<file path="src/rtl/odd_parity_tx_pkg.sv">
// Shared types and constants for the odd-parity serial transmitter.
//   tx_state_t : frame sequencer states
//   LINE_IDLE  : level driven on the serial line between frames
//   START_BIT  : level of the frame start bit
//   STOP_BIT   : level of the frame stop bit
//   cnt_width  : width of a counter spanning 0..n-1, never less than 1
package odd_parity_tx_pkg;

    typedef enum logic [2:0] {
        IDLE,
        START,
        DATA,
        PARITY,
        STOP
    } tx_state_t;

    localparam logic LINE_IDLE = 1'b1;
    localparam logic START_BIT = 1'b0;
    localparam logic STOP_BIT  = 1'b1;

    function automatic int cnt_width(input int n);
        return (n > 1) ? $clog2(n) : 1;
    endfunction

endpackage

</file>
<file path="src/rtl/odd_parity_gen.sv">
// Combinational odd-parity generator.
//   data   in  WIDTH  word to protect
//   parity out 1      bit that makes the total count of ones (data + parity) odd
module odd_parity_gen #(
    parameter int WIDTH = 4
) (
    input  logic [WIDTH-1:0] data,
    output logic             parity
);

    assign parity = ~^data;

endmodule

</file>
<file path="src/rtl/odd_parity_serial_tx.sv">
// Serial transmitter that frames each accepted word as
//   start bit, data LSB-first, odd parity bit, stop bit,
// holding every bit on the line for CLKS_PER_BIT clocks.
//   clk        in  1      clock, all state changes on the rising edge
//   rst_n      in  1      asynchronous active-low reset
//   in_valid   in  1      upstream word valid
//   in_ready   out 1      word can be accepted (only while idle)
//   in_data    in  WIDTH  word to transmit
//   tx_serial  out 1      serial line, high when idle
//   tx_busy    out 1      a frame is in progress
//   frame_done out 1      one-cycle pulse in the first idle cycle after a stop bit
module odd_parity_serial_tx
    import odd_parity_tx_pkg::*;
#(
    parameter int WIDTH        = 4,
    parameter int CLKS_PER_BIT = 4
) (
    input  logic             clk,
    input  logic             rst_n,
    input  logic             in_valid,
    output logic             in_ready,
    input  logic [WIDTH-1:0] in_data,
    output logic             tx_serial,
    output logic             tx_busy,
    output logic             frame_done
);

    localparam int BIT_W  = cnt_width(WIDTH);
    localparam int BAUD_W = cnt_width(CLKS_PER_BIT);

    localparam logic [BIT_W-1:0]  BIT_LAST  = BIT_W'(WIDTH - 1);
    localparam logic [BAUD_W-1:0] BAUD_LAST = BAUD_W'(CLKS_PER_BIT - 1);

    tx_state_t          state;
    tx_state_t          state_next;
    logic [BAUD_W-1:0]  baud_cnt;
    logic [BAUD_W-1:0]  baud_next;
    logic [BIT_W-1:0]   bit_cnt;
    logic [BIT_W-1:0]   bit_next;
    logic [WIDTH-1:0]   shreg;
    logic [WIDTH-1:0]   shreg_next;
    logic               par;
    logic               par_next;
    logic               par_in;
    logic               tx_next;
    logic               done_next;
    logic               baud_end;

    odd_parity_gen #(
        .WIDTH (WIDTH)
    ) u_parity (
        .data   (in_data),
        .parity (par_in)
    );

    assign in_ready = (state == IDLE);
    assign tx_busy  = (state != IDLE);
    assign baud_end = (baud_cnt == BAUD_LAST);

    // With one clock per bit every cycle ends a bit period, so the baud
    // counter collapses to a constant zero.
    generate
        if (CLKS_PER_BIT == 1) begin : g_no_baud
            assign baud_cnt = '0;
        end else begin : g_baud
            always_ff @(posedge clk or negedge rst_n) begin
                if (!rst_n) begin
                    baud_cnt <= '0;
                end else begin
                    baud_cnt <= baud_next;
                end
            end
        end
    endgenerate

    always_ff @(posedge clk or negedge rst_n) begin
        if (!rst_n) begin
            state      <= IDLE;
            bit_cnt    <= '0;
            shreg      <= '0;
            par        <= 1'b0;
            tx_serial  <= LINE_IDLE;
            frame_done <= 1'b0;
        end else begin
            state      <= state_next;
            bit_cnt    <= bit_next;
            shreg      <= shreg_next;
            par        <= par_next;
            tx_serial  <= tx_next;
            frame_done <= done_next;
        end
    end

    always_comb begin
        state_next = state;
        baud_next  = baud_cnt;
        bit_next   = bit_cnt;
        shreg_next = shreg;
        par_next   = par;
        done_next  = 1'b0;

        // The baud counter runs freely in every active state and restarts
        // at each bit boundary; IDLE keeps it parked at zero.
        if (state != IDLE) begin
            baud_next = baud_end ? '0 : baud_cnt + 1'b1;
        end

        case (state)
            IDLE: begin
                baud_next = '0;
                bit_next  = '0;
                if (in_valid) begin
                    shreg_next = in_data;
                    par_next   = par_in;
                    state_next = START;
                end
            end
            START: begin
                if (baud_end) begin
                    state_next = DATA;
                end
            end
            DATA: begin
                if (baud_end) begin
                    shreg_next = shreg >> 1;
                    if (bit_cnt == BIT_LAST) begin
                        bit_next   = '0;
                        state_next = PARITY;
                    end else begin
                        bit_next = bit_cnt + 1'b1;
                    end
                end
            end
            PARITY: begin
                if (baud_end) begin
                    state_next = STOP;
                end
            end
            STOP: begin
                if (baud_end) begin
                    state_next = IDLE;
                    done_next  = 1'b1;
                end
            end
            default: begin
                state_next = IDLE;
            end
        endcase
    end

    // The line is registered: its next level follows the state being
    // entered, so the start bit appears the cycle right after accept.
    always_comb begin
        tx_next = LINE_IDLE;
        case (state_next)
            IDLE:    tx_next = LINE_IDLE;
            START:   tx_next = START_BIT;
            DATA:    tx_next = shreg_next[0];
            PARITY:  tx_next = par_next;
            STOP:    tx_next = STOP_BIT;
            default: tx_next = LINE_IDLE;
        endcase
    end

endmodule
</file>
<file path="config.mk">
export PLATFORM = sky130hd
export DESIGN_NAME = odd_parity_serial_tx
export DESIGN_NICKNAME = d
export VERILOG_FILES = /design/src/rtl/odd_parity_tx_pkg.sv /design/src/rtl/odd_parity_gen.sv /design/src/rtl/odd_parity_serial_tx.sv
export SDC_FILE = /design/constraint.sdc
export NUM_CORES = 1
export LEC_CHECK = 0
export ABC_AREA = 1
export CORE_AREA = 2 2 41 43
export CTS_CLUSTER_SIZE = 12
export DETAILED_ROUTE_END_ITERATION = 16
export DIE_AREA = 0 0 43 45
export GPL_ROUTABILITY_DRIVEN = 0
export PLACE_DENSITY = 0.78
export SYNTH_ARGS = -nofsm -noshare
export SYNTH_HDL_FRONTEND = slang
export SYNTH_HIERARCHICAL = 1
export SYNTH_SLANG_ARGS = --single-unit
</file>
<file path="constraint.sdc">
create_clock -name clk -period 3.5 [get_ports clk]
set_input_delay 0.7 -clock clk [delete_from_list [all_inputs] [get_ports clk]]
set_output_delay 0.7 -clock clk [all_outputs]
set_load 0.01 [all_outputs]
</file>
-- After elaboration in Yosys (flattened, before gate mapping)
Index checks and enable logic that the tools add are counted.
- add/subtract/negate cells: 2
- muxes and demuxes: 21
- reductions and logical operators: 7
- equal/unequal tests: 11
- operators by type and width (cell ; number):
    $mux 3 ; 6
    $pmux 3 s5 ; 1
    $eq 3x2->1 const B ; 4
    $mux 2 ; 5
    $mux 4 ; 2
    $pmux 4 s2 ; 1
    $eq 3x1->1 const B ; 2
    $add 2x1->2 const B ; 2
    $eq 2x2->1 const B ; 2
    $mux 1 ; 4
    $ne 2x2->1 const B ; 2
    $pmux 2 s2 ; 1
    $reduce_bool 2->1 ; 2
    $reduce_xnor 4->1 ; 1
    $eq 3x3->1 const B ; 1
    $logic_not 3->1 ; 1
    $pmux 1 s3 ; 1
    $reduce_and 3->1 ; 1
    $reduce_bool 3->1 ; 1
    $reduce_and 2->1 ; 1
- logic and storage cells: 49
- bits in registers: 14
- input port bits: 7

-- Logic depth before layout (Yosys ltp)
Gate-level depths: netlist of the first run.
- word-level depth: 6
- depth in mapped cells: 11
- depth with buffers taken out: 11

-- Hierarchy
Netlist of the first run, hierarchy kept.
- by module, submodules not included (module ; cells an instance ; instances ; area an instance (µm²) ; seq. area each (µm²)):
    odd_parity_serial_tx ; 85 ; 1 ; 721.9 ; 351.6
    odd_parity_gen ; 19 ; 1 ; 71.3 ; 0.0

-- Worst setup path after synthesis of the first run
Ideal clock, no wire load.
- kind: reg2out
- start: reg state[0]
- end: out in_ready
- data required time: 2.800 ns
- buffers on the path: 0
- stages on the path, launching flop included: 4
- path slack: 2.023 ns
- arrival time: 0.777 ns
- path through: dfrtp_1 -> nor2_4 -> nand2_4 -> inv_4
- longest elaborated chain between the ends: 1
- ends and longest elaborated chain (what ; RTL line ; source):
    start: declaration ; odd_parity_serial_tx.sv:34 ; tx_state_t state;
    start signal: assignment ; odd_parity_serial_tx.sv:85 ; state <= state_next;
    $logic_not 3->1 ; odd_parity_serial_tx.sv:56 ; assign in_ready = (state == IDLE);
    end: declaration ; odd_parity_serial_tx.sv:21 ; output logic in_ready,
Every way passes these cells.

-- Worst setup path after layout of the first run
Ends and elaborated chain as after synthesis.

==> run_results.csv, run 1 <==
group,metric,value,unit
status,status,"complete, no violations",
placed_design,dp_hpwl,1168,microns
sta,max-slew-margin-rel,0.5823,
finish,design_area,949.7,sq um
route,drtPass1Iterations,4,
cts,ctsLongestPathBuffers,2,
cts,ctsHoldBuffers,0,
route,wl,1462,microns
die,fp.dieW,43,microns
route,wire_per_inst,10.91,microns
die,ioPinCount,11,
yosys,avgSynthCellArea,7.628,sq um
finish,final_layout_size_suffix_gt1_frac,0.1441,
global_route,grt_pass1_wl,2553,microns
cts,cts_sinks,14,
die,die_h,45,microns
power_and_ir_drop,p_switching,0.3074,mW
yosys,synth_fp_nets,114,
power_and_ir_drop,p_comb_frac,0.456,
worst_setup_path,cp.required,2.80,ns
finish,diodes,0,
global_route,grt_max_degree,15,
global_route,antenna_found_initial,0,
placed_design,place_ws,1.468,ns
sta,post-route-period-util,0.6700,
sta,setup_viol,0,
worst_setup_path,worstPathArrival,1.65,ns
global_route,gr-usage-met1,0.1929,
die,fp-row-count,14,
global_route,grt_usage,0.1823,
power_and_ir_drop,pwr-share-seq,0.385,
cts,h-tree-depth,1,
die,core,1471,sq um
power_and_ir_drop,p_int,0.4332,mW
route,ant_nets,0,
die,dieArea,1935,sq um
sta,worstMarginPinSlew,0.6246,ns
yosys,synth_top_family_by_area,"simple AND/OR/NAND/NOR gates",
global_route,grt_overflow,0,
yosys,synth-seq-cells,14,
sta,rsz0062_at_grt,"no",
placed_design,port_buffers,10,
flow_run,maxCapViolCount,0,
placed_design,placed_area,913.4,sq um
worst_setup_path,crit_type,"reg2out",
route,vias,681,
yosys,synth_xor_area_frac,0,
yosys,yosysSeqAreaShare,0.4432,
power_and_ir_drop,peakVddDrop,0.0003457,V
sta,fin_skew,0.004883,ns
route,vias_per_cell,5.082,
cts,cts_setup_buffers,0,
power_and_ir_drop,leakage,0.5049,nW
yosys,synth-simple-area-share,0.3817,
min_path,hp-class,"reg2reg",
yosys,synthCells,104,
cts,cts_tree,"yes",
global_route,grt_pass1_vias,647,
power_and_ir_drop,p_clk_frac,0.160,
yosys,ys_types,20,
power_and_ir_drop,power_density,779.9,nW/um^2
yosys,syn_area,793.3,sq um
yosys,synth_compound_area_frac,0.04416,
sta,fmax,0.4264,GHz
global_route,busiest_layer,"met2",
cts,clkSlewWorstSetupHoldPaths,0.09,ns
finish,area_growth_syn_to_layout,19.72,%
yosys,synth_top_cell_area_share,0.4101,
yosys,yosys.area.top_type,"dfrtp_1",
power_and_ir_drop,power,0.7406,mW
cts,cts.repair.resized,0,
die,start_util,0.5391,
cts,insertion_delay,0.28,ns
finish,fin_util,0.6454,
finish,num-nets-final,129,
global_route,met2_usage,0.3455,
yosys,synthMuxAreaShare,0,
yosys,yosys_warnings,6,
power_and_ir_drop,swShare,0.4150,
sta,hold_violations,0,
yosys,synth_fa_ha_area_frac,0.04732,
route,drt_iter0_markers,8,
sta,layout_min_cycle_time,2.345,ns
sta,tns,0,ns
cts,numCtsBuffers,3,
worst_setup_path,end_kind,"output port",
cts,cts_root_buffer,"clkbuf_4",
route,drc,0,
sta,layout_setup_ws,1.155,ns
worst_setup_path,crit_path_max_fanout,6,
global_route,use_met3,0.03600,
worst_setup_path,start_kind,"flop",
yosys,yosys-top-cells-area,"dfrtp_1 (41%), nand2_1 (19%), inv_1 (5.7%), ha_1 (4.7%), nand3_1 (4.4%)",
sta,slew_viol_final,0,
## sequential cells by signal, indices dropped and copies added, names as in the netlist
register / flops
tx_serial: 1
shreg: 4
baud_cnt: 2
par: 1
frame_done: 1
bit_cnt: 2
state: 3
## cell usage in the layout (no fill, tap or decap), drive strengths merged
master         count
clkdlybuf4s50     10
o31ai              1
ha                 3
nand4              4
dfstp              1
nor3               1
nand2             43
inv               17
nor2               9
a21oi              1
nand3              8
dfrtp             13
o21ai              2
o22a               1
clkbuf             4
## Yosys cell counts
cell type  count
nand2_1       41
dfrtp_1       13
inv_1         12
nand3_1        7
nor2_1         6
inv_2          4
nand4_1        4
ha_1           3
nor2_4         3
a21oi_1        1
dfstp_2        1
inv_4          1
nand2_2        1
nand2_4        1
nand3_2        1
nor3_1         1
o21ai_0        1
o21ai_2        1
o22a_1         1
o31ai_1        1
## critical path, cell delays in order (launching register included)
cell	delay (ns)
dfrtp_1	0.46
nor2_4	0.19
nand2_4	0.10
inv_4	0.08
clkdlybuf4s50_1	0.53
## metrics by stage
stage	cells	hold WS (ns)
finish	134	0.4762
global route	134	0.4992
CTS	134	0.4801
detailed placement	130	0.4613
global placement	130	0.4556
floorplan	104	0.4044
## path summary, 6_finish.rpt
kind | to | slack (ns) | cells after the start | from
worst min-delay path | baud_cnt[0] | 0.48 | 1 | baud_cnt[0]
worst max-delay path | in_ready | 1.15 | 4 | state[0]
worst max register to register | shreg[2] | 2.18 | 8 | baud_cnt[0]
max in group asynchronous | shreg[2] | 2.30 | 1 | rst_n
worst min register to register | baud_cnt[0] | 0.48 | 1 | baud_cnt[0]
min in group asynchronous | state[2] | 0.80 | 1 | rst_n
## metal layers
metal / vias to the layer above / wire length, microns
li1: 351 / -
met1: 312 / 624
met2: 16 / 772
met3: 2 / 49
met4: 0 / 15
met5: - / 0
## logic make-up (layout without fill, tap and decap cells)
| kind of cell | count (synthesis) | after routing |
|---|---|---|
| AO/OA/AOI/OAI | 5 | 5 |
| flip-flops | 14 | 14 |
| adder cells (fa/ha/maj) | 3 | 3 |
| AND/OR/NAND/NOR | 65 | 65 |
| buffers and inverters | 17 | 31 |
## final cells by class
cell class,instances,area [sq um]
clock buffers,4,36.28
well taps,16,20.02
repair buffers,10,100.1
inverters,17,66.31
flip-flops and latches,14,351.6
fillers,129,521.8
multi-input cells,73,375.4
## power by group through the flow
stage               logic (mW)  clock network [mW]  registers [mW]
finish                   0.338               0.118           0.285
global route             0.382               0.129           0.295
CTS                      0.339               0.121           0.286
detailed placement       0.336                   0           0.289
global placement         0.327                   0           0.284
floorplan                0.243                   0           0.281
Note: power is estimated with default switching activity, not from simulation.
==> run 2: changes to the inputs <==
--- a/config.mk
+++ b/config.mk
@@ -6,12 +6,12 @@
 export NUM_CORES = 1
 export LEC_CHECK = 0
 export ABC_AREA = 1
-export CORE_AREA = 2 2 41 43
+export CORE_AREA = 2 2 45 47
 export CTS_CLUSTER_SIZE = 12
 export DETAILED_ROUTE_END_ITERATION = 16
-export DIE_AREA = 0 0 43 45
+export DIE_AREA = 0 0 47 49
 export GPL_ROUTABILITY_DRIVEN = 0
-export PLACE_DENSITY = 0.78
+export PLACE_DENSITY = 0.69
 export SYNTH_ARGS = -nofsm -noshare
 export SYNTH_HDL_FRONTEND = slang
 export SYNTH_HIERARCHICAL = 1
==> constraint.sdc (replaced) <==
create_clock -name clk -period 2 [get_ports clk]
set_input_delay 0.4 -clock clk [delete_from_list [all_inputs] [get_ports clk]]
set_output_delay 0.4 -clock clk [all_outputs]
set_load 0.01 [all_outputs]
==> run_results.csv, run 2 (synthesized netlist as in run 1, its figures left out) <==
group,metric,value,unit
finish,area_growth_syn_to_layout,23.97,%
sta,post-route-period-util,0.9305,
sta,layout_min_cycle_time,1.861,ns
die,fp.dieW,47,microns
route,drt_iter0_markers,8,
placed_design,dp_hpwl,1135,microns
route,vias_per_cell,4.680,
route,vias,688,
worst_setup_path,crit_type,"reg2out",
status,status,"complete, no violations",
route,ant_nets,0,
worst_setup_path,worstReg2RegEnd,"shreg[2]",
sta,slew_viol_final,0,
worst_setup_path,end_kind,"output port",
cts,cts_tree,"yes",
sta,worstMarginPinSlew,0.6359,ns
die,start_util,0.4307,
cts,numCtsBuffers,3,
global_route,use_met3,0.05556,
die,ioPinCount,11,
worst_setup_path,r2r_slack,0.66,ns
die,core,1842,sq um
worst_setup_path,crit_chain,"inv_2 -> nand2_4 -> clkdlybuf4s50_1",
power_and_ir_drop,peakVddDrop,0.0007355,V
global_route,grt_overflow,0,
finish,final_layout_size_suffix_gt1_frac,0.1750,
worst_setup_path,critical_path.top_delay_family,"buffers and inverters",
cts,h-tree-depth,1,
finish,largest_reg_flops,4,
power_and_ir_drop,pwr-share-seq,0.379,
min_path,hold_end,"shreg[3]",
route,drc,0,
global_route,busiest_layer,"met2",
sta,rsz0062_at_grt,"no",
global_route,antenna_found_initial,0,
route,wl,1489,microns
power_and_ir_drop,swShare,0.4104,
worst_setup_path,cp_slowest_stage_delay,0.54,ns
sta,fmax,0.5373,GHz
finish,num-nets-final,131,
min_path,hp-class,"reg2reg",
worst_setup_path,ff2ff_path_depth,8,
cts,cts_sinks,14,
worst_setup_path,worstPathArrival,1.46,ns
global_route,grt_pass1_vias,594,
cts,insertion_delay,0.28,ns
die,fp-row-count,16,
global_route,gr-usage-met1,0.1968,
power_and_ir_drop,p_clk_frac,0.149,
finish,layout_commonest_cell,"nand2_1",
flow_run,maxCapViolCount,0,
cts,ctsHoldBuffers,0,
sta,timing.hold.ws,0.4821,ns
power_and_ir_drop,p_comb_frac,0.471,
worst_setup_path,crit_buf_inv,2,
power_and_ir_drop,p_switching,0.5494,mW
sta,hold_violations,0,
placed_design,port_buffers,10,
finish,mostFrequentLayoutCells,"nand2_1 (41), inv_1 (12), dfrtp_1 (11)",
finish,fin_cells,147,
cts,ctsLongestPathBuffers,2,
worst_setup_path,cp.required,1.60,ns
global_route,grt_max_degree,15,
route,drtPass1Iterations,4,
worst_setup_path,slowest_stage,"clkdlybuf4s50_1",
worst_setup_path,regToRegStartpoint,"baud_cnt[0]",
sta,setup_viol,0,
global_route,grt_pass1_wl,2539,microns
global_route,met2_usage,0.2306,
power_and_ir_drop,power_density,1361,nW/um^2
die,dieArea,2303,sq um
cts,cts_root_buffer,"clkbuf_4",
sta,max-slew-margin-rel,0.5747,
global_route,grt_usage,0.1510,
sta,fin_skew,0.005065,ns
cts,clkSlewWorstSetupHoldPaths,0.08,ns
route,wire_per_inst,10.13,microns
finish,diodes,0,
finish,largest-register,"shreg",
finish,largestRegisters,"shreg: 4 flops, state: 3 flops",
min_path,hold_start,"shreg[3]",
sta,tns,0,ns
die,die_h,49,microns
placed_design,placedCellCount,141,
power_and_ir_drop,leakage,0.5252,nW
worst_setup_path,start_kind,"flop",
power_and_ir_drop,p_int,0.7892,mW
worst_setup_path,crit_path_max_fanout,7,
min_path,holdPathStages,2,
[run 2: metal layers]
layer	up-vias	wire, microns	part of all wire
met4	0	12	0.0081
li1	358	-	-
met1	317	719	0.48
met3	2	49	0.033
met5	-	0	0
met2	11	708	0.48
[run 2: layout make-up]
cell class	instances	area [sq um]
repair buffers	12	117.6
well taps	27	33.78
multi-input cells	73	375.4
fillers	190	858.3
flip-flops and latches	14	354.1
inverters	17	66.31
clock buffers	4	36.28
[run 2: timing repair]
action,4_1_cts,5_1_grt
setup buffers,1,1
gates cloned,0,0
endpoints found under the setup margin,1,1
endpoints found under the hold margin,0,0
pin swaps,1,0
resized for setup,1,2
[run 2: worst register-to-register path: cells and delay by family (launching register included)]
family / cells / cell delay (ns)
buf+inv: 3 / 0.21
simple gates: 4 / 0.38
fa+ha+maj: 1 / 0.25
flops: 1 / 0.39
[run 2: stage by stage]
stage	util	worst slack [ns]	power, mW	area, sq um
final	0.5340	0.1390	1.339	983.4
after global routing	0.5340	0.08839	1.459	983.4
after CTS	0.5279	0.01047	1.331	972.2
after detailed placement	0.5034	0.2561	1.100	927.1
after global placement	0.5034	0.2909	1.080	927.1
after floorplan	-	0.8231	0.9176	793.3
[run 2: how the worst max path moves through the flow]
stage               startpoint       end  cells after the start
floorplan             state[0]  in_ready                      3
global placement      state[0]  in_ready                      4
detailed placement    state[0]  in_ready                      4
CTS                   state[0]  in_ready                      4
global route          state[1]   tx_busy                      3
finish                state[1]   tx_busy                      3
[run 2: power by group through the flow]
stage          Clock (mW)  Combinational, mW  Sequential, mW
6_report            0.200              0.631           0.508
2_1_floorplan           0              0.426           0.492
3_3_place_gp            0              0.579           0.501
5_1_grt             0.225              0.714           0.520
4_1_cts             0.208              0.616           0.507
3_5_place_dp            0              0.590           0.509
